$ cat config.mk
export PLATFORM = sky130hd
export DESIGN_NAME = starterkit_seg_scanner
export DESIGN_NICKNAME = d
export VERILOG_FILES = /design/src/rtl/starterkit_seg_scanner.sv
export SDC_FILE = /design/constraint.sdc
export NUM_CORES = 1
export LEC_CHECK = 0
export CAP_MARGIN = 20
export CORE_MARGIN = 2
export CORE_UTILIZATION = 52
export CTS_CLUSTER_DIAMETER = 40
export DETAILED_ROUTE_END_ITERATION = 10
export PLACE_DENSITY = 0.78
export SLEW_MARGIN = 20
export SYNTH_ARGS = -nofsm -noshare
export SYNTH_HDL_FRONTEND = slang
export SYNTH_SLANG_ARGS = --single-unit
$ cat constraint.sdc
create_clock -name CLK -period 2.2 [get_ports CLK]
set_clock_uncertainty 0.05 [all_clocks]
set_input_delay 0.22 -clock CLK [delete_from_list [all_inputs] [get_ports CLK]]
set_output_delay 0.22 -clock CLK [all_outputs]
set_load 0.1 [all_outputs]
$ cat src/rtl/starterkit_seg_scanner.sv
// Multiplexed N-digit 7-segment scanner with per-frame input shadowing,
// hex or raw segment source, PWM brightness, per-digit blink and pin polarity.
module starterkit_seg_scanner #(
    parameter int C_DIGITS           = 4,
    parameter int C_SCAN_DIV         = 1024,
    parameter int C_BRIGHT_BITS      = 4,
    parameter int C_BLINK_FRAMES     = 64,
    parameter int C_SEG_ACTIVE_LOW   = 0,
    parameter int C_DIGIT_ACTIVE_LOW = 0
) (
    input  logic                     CLK,
    input  logic                     RST,
    input  logic                     EN,
    input  logic                     MODE,
    input  logic [4*C_DIGITS-1:0]    DATA,
    input  logic [C_DIGITS-1:0]      DP,
    input  logic [8*C_DIGITS-1:0]    RAW,
    input  logic [C_DIGITS-1:0]      BLINK,
    input  logic [C_BRIGHT_BITS-1:0] BRIGHT,
    output logic [7:0]               SEG_pins,
    output logic [C_DIGITS-1:0]      DIGIT_pins,
    output logic                     FRAME
);

    localparam int SW = (C_SCAN_DIV > 1) ? $clog2(C_SCAN_DIV) : 1;
    localparam int DW = (C_DIGITS > 1) ? $clog2(C_DIGITS) : 1;
    localparam int FW = (C_BLINK_FRAMES > 1) ? $clog2(C_BLINK_FRAMES) : 1;
    localparam logic [31:0]   STEP    = 32'(C_SCAN_DIV >> C_BRIGHT_BITS);
    localparam logic [SW-1:0] S_LAST  = SW'(C_SCAN_DIV - 1);
    localparam logic [DW-1:0] D_LAST  = DW'(C_DIGITS - 1);
    localparam logic [FW-1:0] F_LAST  = FW'(C_BLINK_FRAMES - 1);
    localparam logic          SEG_INV = (C_SEG_ACTIVE_LOW != 0);
    localparam logic          DIG_INV = (C_DIGIT_ACTIVE_LOW != 0);

    function automatic logic [6:0] hex7(input logic [3:0] n);
        case (n)
            4'h0: hex7 = 7'h3F;
            4'h1: hex7 = 7'h06;
            4'h2: hex7 = 7'h5B;
            4'h3: hex7 = 7'h4F;
            4'h4: hex7 = 7'h66;
            4'h5: hex7 = 7'h6D;
            4'h6: hex7 = 7'h7D;
            4'h7: hex7 = 7'h07;
            4'h8: hex7 = 7'h7F;
            4'h9: hex7 = 7'h6F;
            4'hA: hex7 = 7'h77;
            4'hB: hex7 = 7'h7C;
            4'hC: hex7 = 7'h39;
            4'hD: hex7 = 7'h5E;
            4'hE: hex7 = 7'h79;
            default: hex7 = 7'h71;
        endcase
    endfunction

    logic [SW-1:0]            s_q, s_d;
    logic [DW-1:0]            d_q, d_d;
    logic [FW-1:0]            frm_q, frm_d;
    logic                     blink_q, blink_d;
    logic                     sh_mode_q, sh_mode_d;
    logic [4*C_DIGITS-1:0]    sh_data_q, sh_data_d;
    logic [C_DIGITS-1:0]      sh_dp_q, sh_dp_d;
    logic [8*C_DIGITS-1:0]    sh_raw_q, sh_raw_d;
    logic [C_DIGITS-1:0]      sh_blink_q, sh_blink_d;
    logic [C_BRIGHT_BITS-1:0] sh_bright_q, sh_bright_d;
    logic [7:0]               seg_q, seg_d;
    logic [C_DIGITS-1:0]      dig_q, dig_d;
    logic                     frame_q, frame_d;

    logic                     s_wrap, d_wrap, f_wrap, active;
    logic [31:0]              lim;
    logic [7:0]               seg_byte;

    always_comb begin
        s_d         = s_q;
        d_d         = d_q;
        frm_d       = frm_q;
        blink_d     = blink_q;
        sh_mode_d   = sh_mode_q;
        sh_data_d   = sh_data_q;
        sh_dp_d     = sh_dp_q;
        sh_raw_d    = sh_raw_q;
        sh_blink_d  = sh_blink_q;
        sh_bright_d = sh_bright_q;
        seg_d       = {8{SEG_INV}};
        dig_d       = {C_DIGITS{DIG_INV}};
        frame_d     = 1'b0;

        s_wrap = (s_q == S_LAST);
        d_wrap = (d_q == D_LAST);
        f_wrap = (frm_q == F_LAST);

        // Brightness window: s==0 is always a ghosting blank, then (BRIGHT+1)*STEP-1 lit cycles.
        lim    = (32'(sh_bright_q) + 32'd1) * STEP;
        active = EN && (s_q != '0) && (32'(s_q) < lim) && !(sh_blink_q[d_q] && blink_q);

        if (sh_mode_q) begin
            seg_byte = sh_raw_q[{d_q, 3'b000} +: 8];
        end else begin
            seg_byte = {sh_dp_q[d_q], hex7(sh_data_q[{d_q, 2'b00} +: 4])};
        end

        // Frame start: capture every display input so the whole frame is tear-free.
        if (s_q == '0 && d_q == '0) begin
            sh_mode_d   = MODE;
            sh_data_d   = DATA;
            sh_dp_d     = DP;
            sh_raw_d    = RAW;
            sh_blink_d  = BLINK;
            sh_bright_d = BRIGHT;
        end

        if (!EN) begin
            s_d     = '0;
            d_d     = '0;
            frm_d   = '0;
            blink_d = 1'b0;
        end else begin
            frame_d = s_wrap && d_wrap;
            if (s_wrap) begin
                s_d = '0;
                if (d_wrap) begin
                    d_d     = '0;
                    frm_d   = f_wrap ? '0 : frm_q + 1'b1;
                    blink_d = blink_q ^ f_wrap;
                end else begin
                    d_d = d_q + 1'b1;
                end
            end else begin
                s_d = s_q + 1'b1;
            end
            if (active) begin
                seg_d = seg_byte ^ {8{SEG_INV}};
                dig_d = (C_DIGITS'(1) << d_q) ^ {C_DIGITS{DIG_INV}};
            end
        end
    end

    always_ff @(posedge CLK) begin
        if (RST) begin
            s_q         <= '0;
            d_q         <= '0;
            frm_q       <= '0;
            blink_q     <= 1'b0;
            sh_mode_q   <= 1'b0;
            sh_data_q   <= '0;
            sh_dp_q     <= '0;
            sh_raw_q    <= '0;
            sh_blink_q  <= '0;
            sh_bright_q <= '0;
            seg_q       <= {8{SEG_INV}};
            dig_q       <= {C_DIGITS{DIG_INV}};
            frame_q     <= 1'b0;
        end else begin
            s_q         <= s_d;
            d_q         <= d_d;
            frm_q       <= frm_d;
            blink_q     <= blink_d;
            sh_mode_q   <= sh_mode_d;
            sh_data_q   <= sh_data_d;
            sh_dp_q     <= sh_dp_d;
            sh_raw_q    <= sh_raw_d;
            sh_blink_q  <= sh_blink_d;
            sh_bright_q <= sh_bright_d;
            seg_q       <= seg_d;
            dig_q       <= dig_d;
            frame_q     <= frame_d;
        end
    end

    assign SEG_pins   = seg_q;
    assign DIGIT_pins = dig_q;
    assign FRAME      = frame_q;

endmodule

==> reports/summary.md, run 1 <==
The number of nets handed over by synthesis was 570. The slew at the pin with the worst max-slew slack is 0.639 ns. The tools report the count of endpoints failing setup in the final report as 0. Data on the critical path is required at its endpoint by 2.41 ns.

Across all setup checks in the final design, the least slack found is 0.0972 ns. Routability-driven placement finished with a final weighted congestion of 0.861. For this run, the detailed router's first-pass iteration total came to 5. After the last flow step, the layout net total stands at 648.

For the hold violation count in the final report, the log shows 0. Broken down by cell family, the worst path's largest delay share belongs to compound AO/OA/AOI/OAI gates. The via total after detailed routing is 3650. TritonCTS built the clock tree. The HPWL after detailed placement is 7290 µm.

The combined buffer and inverter count along the critical path came out at 1. In the synthesized netlist, the number of instances is 490. The power density over the cells was 695 nW/µm²; the vertical die dimension was 93.8 µm.

Entering global routing, the biggest net connects 63 pins. From left edge to right edge, the die measures 93.8 µm. The run gives 3533 as the via count of the first global-routing pass.

The post-route minimum period is 2.10 ns, and the setup slack on the worst flop-to-flop path is 0.1 ns. The startpoint type of the worst setup path is a register. By area the synthesized netlist is led by dfxtp_1, nand2_1, a21oi_1. For this run, design rule violations remaining after detail routing come to 0. In this run the most used layer during global routing was met2. The number of synthesized register bits is 93, and the final wirelength is 10100 µm. For this design the static power due to leakage is 0.00210 µW.

The headroom to the max-slew limit was 0.574. The worst hold path belongs to the class input port to register. Prior to clock tree synthesis, the placed netlist has a worst setup slack of 0.00698 ns. The run finished with clean final reports.

The sequential fraction of the synthesis area was 0.444; the register clock-pin slew on the reported worst setup and hold paths was 0.10 ns. The count of buffers inserted at the top-level ports is 76. The number of antenna violations at the first check in global routing is 0, and the delay of the slowest cell on the worst path is 0.42 ns.

For this design, the sink count on the clock tree is 93. Primary flip-flop cell chosen by synthesis mapping: dfxtp_1. The top cell type by total area after synthesis was dfxtp_1. TritonCTS created 9 clock buffers.

For the count of final max-slew check failures, the log shows 0. Initial cell density of the core: 0.540. The largest vdd supply drop was 0.386 mV. Number of enable-type register cells in the synthesized netlist: 0.

The tools report the maximum frequency from static timing analysis as 476 MHz. The critical path startpoint was sh_bright_q[0]. The total negative setup slack came out at 0 ns. By instance count, the leading cell after synthesis is nand2_1.

The logs give 1860 µm² for the combined flip-flop and latch cell area and 0.0457 for the global routing met3 resource utilization. By count the netlist is led by nand2_1, dfxtp_1, a21oi_1, nor2_1, ha_1. The repair_antennas step left the layout with diodes totalling 0. For this run the aggregate overflow at the end of global routing stands at 0. The area share of the leading cell type in the synthesized netlist is 0.444.

The ratio of routed vias to standard cells came out at 5.41. On the final layout, the worst hold slack is 0.344 ns. The global router's overall resource usage came out at 0.240. Setup repair after global routing left no endpoint under its margin. The area of the die was 8800 µm²; the data arrival at the endpoint of the critical path was 2.32 ns. Counting along the longest clock path gives a buffer depth of 2. Met2 layer usage reported by global route: 0.399. Worst-path cell with the longest stage delay: a211oi_1. The H-tree generated during clock tree synthesis spans 3 levels. Share of synthesized registers carrying an async set or reset: 0. Type of destination of the critical path: a register. Each instance of the synthesized netlist takes up on average 8.56 µm².

The count of different cell masters after synthesis is 38, and the post-CTS setup-driven buffer insertion count is 0. Relative to the synthesized area, the layout overhead comes to 27.4%. The area of the mapped netlist is 4190 µm². The startpoint of the most critical hold path was RAW[6].

After detailed routing, the average wire length per cell comes to 15.0 µm. In this run the critical register-to-register path is launched from sh_bright_q[0]. Buffer cell driving the clock tree root: clkbuf_8. The critical path goes through ha_1 > inv_1 > ha_1 > o21ai_0 > nand2b_1 > a211oi_1 > o21ai_4 > a211oi_1. For the global routing usage on met1, the log shows 0.307.

The proportion of layout cells with a drive suffix above 1 is 0.126. During synthesis, Yosys emitted a total of 0 warnings. The standard-cell row count came out at 32. Path type of the worst setup path: register to register.

The initial detailed-routing violation count is 222. 77 I/O pins were placed. The final clock period utilization by the worst path works out to 0.956.

The fill cell instance count of the final layout is 619, and the maximum net fanout on the critical path is 12. The multi-input combinational cells in the finished layout cover a total of 2190 µm². Across the run, the number of max-cap violations was 0.

For the worst-skew pair, the clock arrives at the later sink with an insertion delay of 0.36 ns. The logs give 0 for the final antenna-violating net count and 16600 µm for the first-pass GRT wire length. The run gives 7770 µm² as the placeable core area.
==> stage by stage <==
step	util	power [µW]	instance area (µm²)	std cells
after floorplan	-	2150	4190	490
after global placement	0.653	2340	5070	659
after detailed placement	0.653	2360	5070	659
after CTS	0.685	3720	5320	675
after global routing	0.688	3870	5340	675
final	0.688	3710	5340	675
==> final cells by class <==
type                    count  area share
clock inverters             7      0.0230
well taps                 102      0.0239
clock buffers               9      0.0232
inverters                   9     0.00679
multi-input cells         360       0.410
flip-flops and latches     93       0.348
repair buffers             95       0.164
==> placed cells by master, fill, tap and decap left out, drive strengths merged <==
cell / count
clkdlybuf4s50: 62
o22ai: 1
or2: 1
nor4: 2
and2: 3
nor2: 23
inv: 9
clkbuf: 9
nand2b: 2
dfxtp: 93
and3: 3
nand4: 6
clkinv: 2
or3: 3
mux4: 16
mux2i: 3
and4: 1
o21ai: 10
buf: 33
xnor2: 3
o311ai: 1
a21oi: 69
ha: 16
xor2: 12
o211ai: 1
o32ai: 1
nand2: 146
a21boi: 1
nor2b: 9
bufinv: 3
nand3: 10
nor3: 10
o221ai: 1
clkinvlp: 2
a211oi: 6
==> cell families (layout without fill, tap and decap cells) <==
group                    count (synthesis)  after routing  share of synthesized area
AO/OA/AOI/OAI                           91             91                      0.119
XOR/XNOR                                15             15                     0.0313
adder cells (fa/ha/maj)                 16             16                     0.0477
buffers and inverters                   37            120                     0.0406
flip-flops                              93             93                      0.444
multiplexers                            19             19                     0.0949
AND/OR/NAND/NOR                        219            219                      0.222
==> power by group <==
part	total, µW	switching [µW]	internal (µW)
sequential	1830	57.4	1770
clock	1380	621	760
combinational	502	264	237
total	3710	943	2770
==> state kept, by name, summed over array words and instances, names as in the netlist <==
signal	cells
s_q	10
sh_dp_q	4
SEG_pins	8
d_q	2
sh_raw_q	32
FRAME	1
frm_q	6
sh_data_q	16
DIGIT_pins	4
sh_mode_q	1
sh_blink_q	4
blink_q	1
sh_bright_q	4
==> worst min-delay path, delay by kind of cell <==
| kind | cells | cell delay, ns |
|---|---|---|
| simple gates | 1 | 0.05 |
| compound gates | 1 | 0.05 |
| buf+inv | 1 | 0.39 |
==> layer usage <==
metal | vias up | share of wire
li1 | 1823 | -
met1 | 1703 | 0.43
met2 | 107 | 0.49
met3 | 17 | 0.051
met4 | 0 | 0.021
met5 | - | 0
==> path summary, 6_finish.rpt <==
kind | cells after the start | endpoint
hold reg to reg | 2 | sh_raw_q[28]
setup reg to reg | 8 | SEG_pins[0]
hold / removal | 3 | sh_raw_q[6]
setup / recovery | 8 | SEG_pins[0]
==> repair_timing <==
item / CTS / global route
endpoints found under the setup margin: 26 / 3
pin swaps: 0 / 0
hold buffers: 0 / 0
resized for setup: 2 / 3
(Power assumes the default switching activity.)
==> inputs of run 2 (changes only) <==
- CELL_PAD_IN_SITES_DETAIL_PLACEMENT: unset -> 0
- CELL_PAD_IN_SITES_GLOBAL_PLACEMENT: unset -> 1
- CORE_UTILIZATION: 52 -> 39
- PLACE_DENSITY: 0.78 -> 0.79
==> run 2 against run 1 <==
Compared with the run above: critical path type unchanged; global-route usage is 5.7 points lower; clock power is 20% lower; total power is 7.2% lower; first-iteration DRC count is 26% lower; cell area is 0.89% lower; sequential share of layout area is 0.38 points higher; count of clock-buffer cells in the layout stayed put; fmax is 4.2% higher; final cell count is 4.1% higher; non-clock buffer count is 5 lower; setup slack better by 0.085 ns; wire length is 1.1% higher; critical endpoint unchanged.
==> reports/summary.md, run 2 (synthesis gave the netlist of run 1 again) <==
The flow ran to the end, and the final reports show no timing, DRC or antenna violations. The worst path setup slack after routing was 0.182 ns (+0.0847 ns); the net total in the final layout was 643 (-0.77%). TritonCTS built the clock tree. The tools report the count of endpoints failing setup in the final report as 0 (unchanged).

The total inserted antenna cells was 0 (unchanged); the placeable core area was 10400 µm² (+34%). The logs give -0.0161 ns (-0.0230 ns) for the post-place setup slack and 2.18 ns (-0.14 ns) for the data arrival at the endpoint of the critical path. The iteration count of the initial detailed-routing pass was 4 (-1); the maximum frequency from static timing analysis was 496 MHz (+4.2%). Remaining routing DRC violations: 0 (unchanged). The vertical die dimension is 108 µm (+15%). The global router's overall resource usage came out at 0.182 (-0.0574). The tools report the number of antenna violations at the first check in global routing as 0 (unchanged). The per-cell routed wire length was 14.6 µm (-2.9%); the area of the die was 11600 µm² (+32%).

The standard-cell row count came out at 37 (+16%). The count of buffers inserted at the top-level ports came out at 76 (unchanged). The logs give 62 (-1.6%) for the largest net degree at the start of global routing and 688 (+4.4%) for the count of placed standard cells including taps.

The largest registers in the layout are sh_raw_q: 32 flops, sh_data_q: 16 flops, s_q: 10 flops. The maximum net fanout on the critical path works out to 6 (-6). Path type of the worst setup path: register to register.

The initial detailed-routing violation count is 164 (-26%), and the depth of the CTS H-tree is 3 (unchanged). Slew at the pin with the worst max-slew slack: 0.513 ns (-0.126 ns). Setup repair after global routing left no endpoint under its margin. The proportion of layout cells with a drive suffix above 1 is 0.116 (-0.00925), and the area of all placed cells without fillers is 5300 µm² (-0.89%).

For the hold violation count in the final report, the log shows 0 (unchanged). For the initial cell density of the core, the log shows 0.404 (-0.136). Post-route minimum period: 2.02 ns (-0.0847 ns). The post-placement cell area was 5100 µm² (+0.59%).

The clock sink count was 93 (unchanged). The power density over the cells came out at 651 nW/µm² (-6.3%). The tools report the number of hold buffers added after CTS as 0 (unchanged). The via count of the first global-routing pass was 3495 (-1.1%); the setup slack on the worst flop-to-flop path was 0.18 ns (+0.08 ns). The via total after detailed routing is 3613 (-1.0%).

The path class of the tightest hold or removal check is input port to register. For the weighted congestion at the end of routability-driven global placement, the log shows 0.883 (+2.5%). The run gives 0 (unchanged) as the post-CTS setup-driven buffer insertion count. The largest vdd supply drop is 0.328 mV (-15%), and the flip-flop count of the largest register, all copies and words added is 32 (unchanged). The startpoint type of the worst setup path is a register. The register clock-pin slew on the reported worst setup and hold paths is 0.09 ns (about the same). The ratio of routed vias to standard cells works out to 5.14 (-5.0%).

The tools report the count of cells resized by post-cts repair as 1 (-1). The logs give 7600 µm (+4.3%) for the estimated wirelength of the detail-placed design and 0 (unchanged) for the number of maximum-capacitance violations. The tools report the final wirelength as 10300 µm (+1.1%). The library cells used most frequently in the layout, excluding fill and tap cells, are nand2_1, dfxtp_1, a21oi_1, clkdlybuf4s50_1, buf_4. STA classifies the critical path endpoint as a register.

For the final antenna-violating net count, the log shows 0 (unchanged). The total CTS buffers was 9 (unchanged). The die width was 108 µm (+15%); the deepest clock path buffer count was 2 (unchanged). The run gives 2.36 ns (-0.05 ns) as the required time at the endpoint of the critical path. The final clock period utilization by the worst path was 0.917 (-0.0385).

Counting flops per register, the top entry is sh_raw_q. Count of final max-slew check failures: 0 (unchanged). The later-pin clock latency in the skew report was 0.36 ns (about the same). The total power was 3450 µW (-7.2%). The tree is rooted in a clkbuf_8. The first-pass GRT wire length is 16700 µm (+0.75%), and the area added between synthesis and finish is 26.3%.

The headroom to the max-slew limit is 0.658 (+0.0842), and the reported leakage power is 0.00206 µW (-2.2%). The library cell used most frequently in the layout, excluding fill and tap cells, is nand2_1. The logs give 0 (unchanged) for the sum of overflow across all layers after global routing and 0 ns (unchanged) for the total negative setup slack. For the number of top-level pins, the log shows 77 (unchanged). The non-filler instance count after layout is 703 (+4.1%).
-- run 2: cell types whose count changed in the layout (fill, tap and decap cells not counted), moves of 2 or more --
cell	previous run	this run
bufinv_16	3	1
buf_12	1	3
buf_4	31	24
clkinv_2	0	2
-- run 2: cell type report --
cell class | count | area (µm²)
Fill cell | 992 | 5070
Clock inverter | 6 | 63.8
Clock buffer | 9 | 124
Inverter | 9 | 36.3
Timing Repair Buffer | 90 | 866
Multi-Input combinational cell | 360 | 2170
Sequential cell | 93 | 1870
Tap cell | 136 | 170
-- run 2: metal layers --
metal  global-route usage  vias to the layer above  wire length (µm)
met5                    0                        -                 0
met4               0.0595                        0               133
met3               0.0345                       13               545
met2                0.290                       94              4650
met1                0.250                     1708              4930
li1                     -                     1798                 -
-- run 2: worst max-delay path, cell delays in order (launching register included) --
cell	delay [ns]
dfxtp_4	0.42
mux4_2	0.58
inv_1	0.16
ha_1	0.24
o311ai_0	0.14
o21ai_0	0.18
a211oi_1	0.10
-- run 2: final timing paths --
path,start,end,cells past startpoint
max reg2reg,d_q[0],SEG_pins[0],6
max,d_q[0],SEG_pins[0],6
min reg2reg,sh_raw_q[22],sh_raw_q[22],2
min,RST,sh_bright_q[2],2
-- run 2: power breakdown --
part / internal [µW] / switching (µW) / leakage (µW) / total [µW]
Combinational: 242 / 267 / 0.00120 / 509
Sequential: 1770 / 55.0 / 0.000765 / 1820
Clock: 519 / 593 / 0.0000915 / 1110
Total: 2530 / 915 / 0.00206 / 3450
-- run 2: metrics by stage --
stage	utilization	hold slack (ns)
after floorplan	-	0.306
after global placement	0.492	0.390
after detailed placement	0.492	0.394
after CTS	0.510	0.159
after global routing	0.511	0.153
final	0.511	0.164
==> inputs of run 3 (changes only) <==
- CORE_UTILIZATION: 39 -> 35
- PLACE_DENSITY: 0.79 -> 0.75
- SKIP_CTS_REPAIR_TIMING: unset -> 1
- clock period: 2.2 -> 1.8 ns (I/O delays scaled with it)
==> run 3 against run 2 <==
Compared with the run above: the run now ends with setup timing left; via count is 0.50% higher; setup slack got worse by 0.25 ns; worst hold slack better by 0.15 ns; critical path depth is 1 higher; highest routed layer unchanged; sequential share of layout area is 3.1 points lower; cell area rose by 9.7%; wire length is 5.4% higher; critical endpoint is now SEG_pins[3].
==> reports/summary.md, run 3 (synthesis gave the netlist of run 1 again) <==
The logs give 0 (unchanged) for the count of final max-slew check failures and 0.828 (-6.1%) for the weighted congestion at the end of routability-driven global placement. The non-filler instance count after layout is 733 (+4.3%), and the worst-case reg-to-reg path depth is 7 (+1). In the layout the commonest cells are nand2_1, dfxtp_1, a21oi_1, clkdlybuf4s50_1, buf_4. The tools report the total negative setup slack as -0.246 ns (-0.246 ns).

The slowest stage of the critical path belongs to the cell mux4_2. Endpoint of the most critical register-to-register path: SEG_pins[3]. The tools report the number of top-level pins as 77 (unchanged). The clock sink count is 93 (unchanged), and the via total after detailed routing is 3631 (+0.50%).

The largest net degree at the start of global routing is 41 (-34%). Walking the worst path, the cells encountered are mux4_2 > inv_4 > ha_4 > nor2_4 > o21ai_2 > o21ai_2 > a21oi_2. The tools report the hold violation count in the final report as 0 (unchanged). The most frequent cell on the critical path is o21ai_2. The proportion of layout cells with a drive suffix above 1 is 0.195 (+0.0785), and the number of stages on the worst hold path is 3 (+1).

The run gives 536 MHz (+8.1%) as the maximum frequency from static timing analysis. The flow ran to the end, but the final reports show violations. The tools report the remaining routing DRC violations as 0 (unchanged). The library cell used most frequently in the layout, excluding fill and tap cells, is nand2_1. The run gives 4 (unchanged) as the iteration count of the initial detailed-routing pass. Kind of cell adding the most delay to the critical path: multiplexers. The area of the die was 12900 µm² (+11%); the final hold slack was 0.314 ns (+0.150 ns). Setup repair after global routing could not meet its margin everywhere. More flip-flops sit in one register than any other, and that register is sh_raw_q.

For the via count of the first global-routing pass, the log shows 3557 (+1.8%). The slew at the pin with the worst max-slew slack is 0.354 ns (-0.159 ns). The delay of the slowest cell on the worst path came out at 0.63 ns (+0.05 ns). The final wirelength is 10800 µm (+5.4%). The run gives 0.764 (+0.106) as the headroom to the max-slew limit.

The combined buffer and inverter count along the critical path works out to 1 (unchanged). The critical path is of the register to register type. The largest vdd supply drop came out at 0.457 mV (+39%). Depth of the CTS H-tree: 3 (unchanged).

The total CTS buffers was 9 (unchanged); the per-cell routed wire length was 14.7 µm (+1.1%). The run gives 0 (unchanged) as the final antenna-violating net count. Data arrival at the endpoint of the critical path: 2.05 ns (-0.13 ns). The ratio of routed vias to standard cells was 4.95 (-3.6%); the count of buffers inserted at the top-level ports was 76 (unchanged). In this run the most critical hold path is launched from RST. The number of maximum-capacitance violations is 0 (unchanged), and the sum of overflow across all layers after global routing is 0 (unchanged). The run gives 2 (unchanged) as the deepest clock path buffer count. The logs give 8150 µm (+7.1%) for the estimated wirelength of the detail-placed design and 0.00226 µW (+10%) for the reported leakage power. The standard-cell row count is 39 (+5.4%), and the flip-flop count of the largest register, all copies and words added is 32 (unchanged).

The count of placed standard cells including taps is 714 (+3.8%). The worst setup path is launched from a register. The register clock-pin slew on the reported worst setup and hold paths is 0.06 ns (-0.03 ns), and the total inserted antenna cells is 0 (unchanged). The die width is 113 µm (+5.4%). The tools report the initial cell density of the core as 0.363 (-0.0418). The run gives 11600 µm² (+12%) as the placeable core area. The setup slack on the worst flop-to-flop path came out at -0.07 ns (-0.25 ns). The post-place setup slack was -0.0935 ns (-0.0774 ns).

CTS placed an instance of clkbuf_16 at the clock tree root. The global router's overall resource usage came out at 0.170 (-0.0120). The worst path setup slack after routing was -0.0668 ns (-0.249 ns). The tightest min-delay check is of the input port to register type. The run gives 17300 µm (+3.6%) as the first-pass GRT wire length. The area added between synthesis and finish is 38.5%. The tools report the type of destination of the critical path as a register. The total power was 4940 µW (+44%).

The final clock period utilization by the worst path was 1.04 (+0.120). The origin of the critical flop-to-flop path was d_q[0]. The initial detailed-routing violation count is 157 (-4.3%). TritonCTS built the clock tree. The hold path endpoint was sh_blink_q[2]. The power density over the cells was 851 nW/µm² (+31%); the net total in the final layout was 666 (+3.6%). The number of antenna violations at the first check in global routing was 0 (unchanged); the required time at the endpoint of the critical path was 1.98 ns (-0.38 ns). The final reports fail on setup timing. The vertical die dimension came out at 113 µm (+5.4%). Count of endpoints failing setup in the final report: 5 (+5). The post-route minimum period came out at 1.87 ns (-0.151 ns). The largest registers in the layout are sh_raw_q: 32 flops, sh_data_q: 16 flops, s_q: 10 flops. The later-pin clock latency in the skew report is 0.34 ns (-0.02 ns). The maximum net fanout on the critical path came out at 6 (unchanged).
==> run 3: metrics by stage <==
step | util | cell area, µm²
6_report | 0.502 | 5810
3_3_place_gp | 0.459 | 5310
3_5_place_dp | 0.459 | 5310
2_1_floorplan | - | 4240
4_1_cts | 0.486 | 5620
5_1_grt | 0.502 | 5810
==> run 3: per-layer routing <==
metal	global-route usage	share of wire
met1	0.202	0.45
met2	0.299	0.50
met3	0.0489	0.034
met4	0.0537	0.012
met5	0	0
==> run 3: layout make-up <==
type | count | area [µm²]
well taps | 143 | 179
inverters | 9 | 41.3
flip-flops and latches | 93 | 1870
clock buffers | 11 | 243
fillers | 1102 | 5760
multi-input cells | 360 | 2320
clock inverters | 4 | 72.6
repair buffers | 113 | 1080
==> run 3: report_power, final <==
group / leakage (µW) / internal [µW] / switching (µW)
logic: 0.00135 / 347 / 359
clock network: 0.000152 / 1240 / 766
registers: 0.000766 / 2160 / 63.0
==> run 3: worst max-delay path by stage <==
stage	startpoint	to	slack [ns]	cells past startpoint
floorplan	d_q[0]	SEG_pins[0]	-0.04	7
global placement	sh_bright_q[0]	SEG_pins[4]	-0.03	9
detailed placement	sh_bright_q[0]	SEG_pins[4]	-0.09	9
CTS	sh_bright_q[0]	SEG_pins[4]	-0.11	9
global route	d_q[0]	SEG_pins[0]	-0.16	6
finish	d_q[0]	SEG_pins[3]	-0.07	7
==> run 3: worst min-delay path: cells and delay by family <==
family	cells	cell delay (ns)
AOI/OAI and AO/OA	1	0.14
buffers and inverters	2	0.33
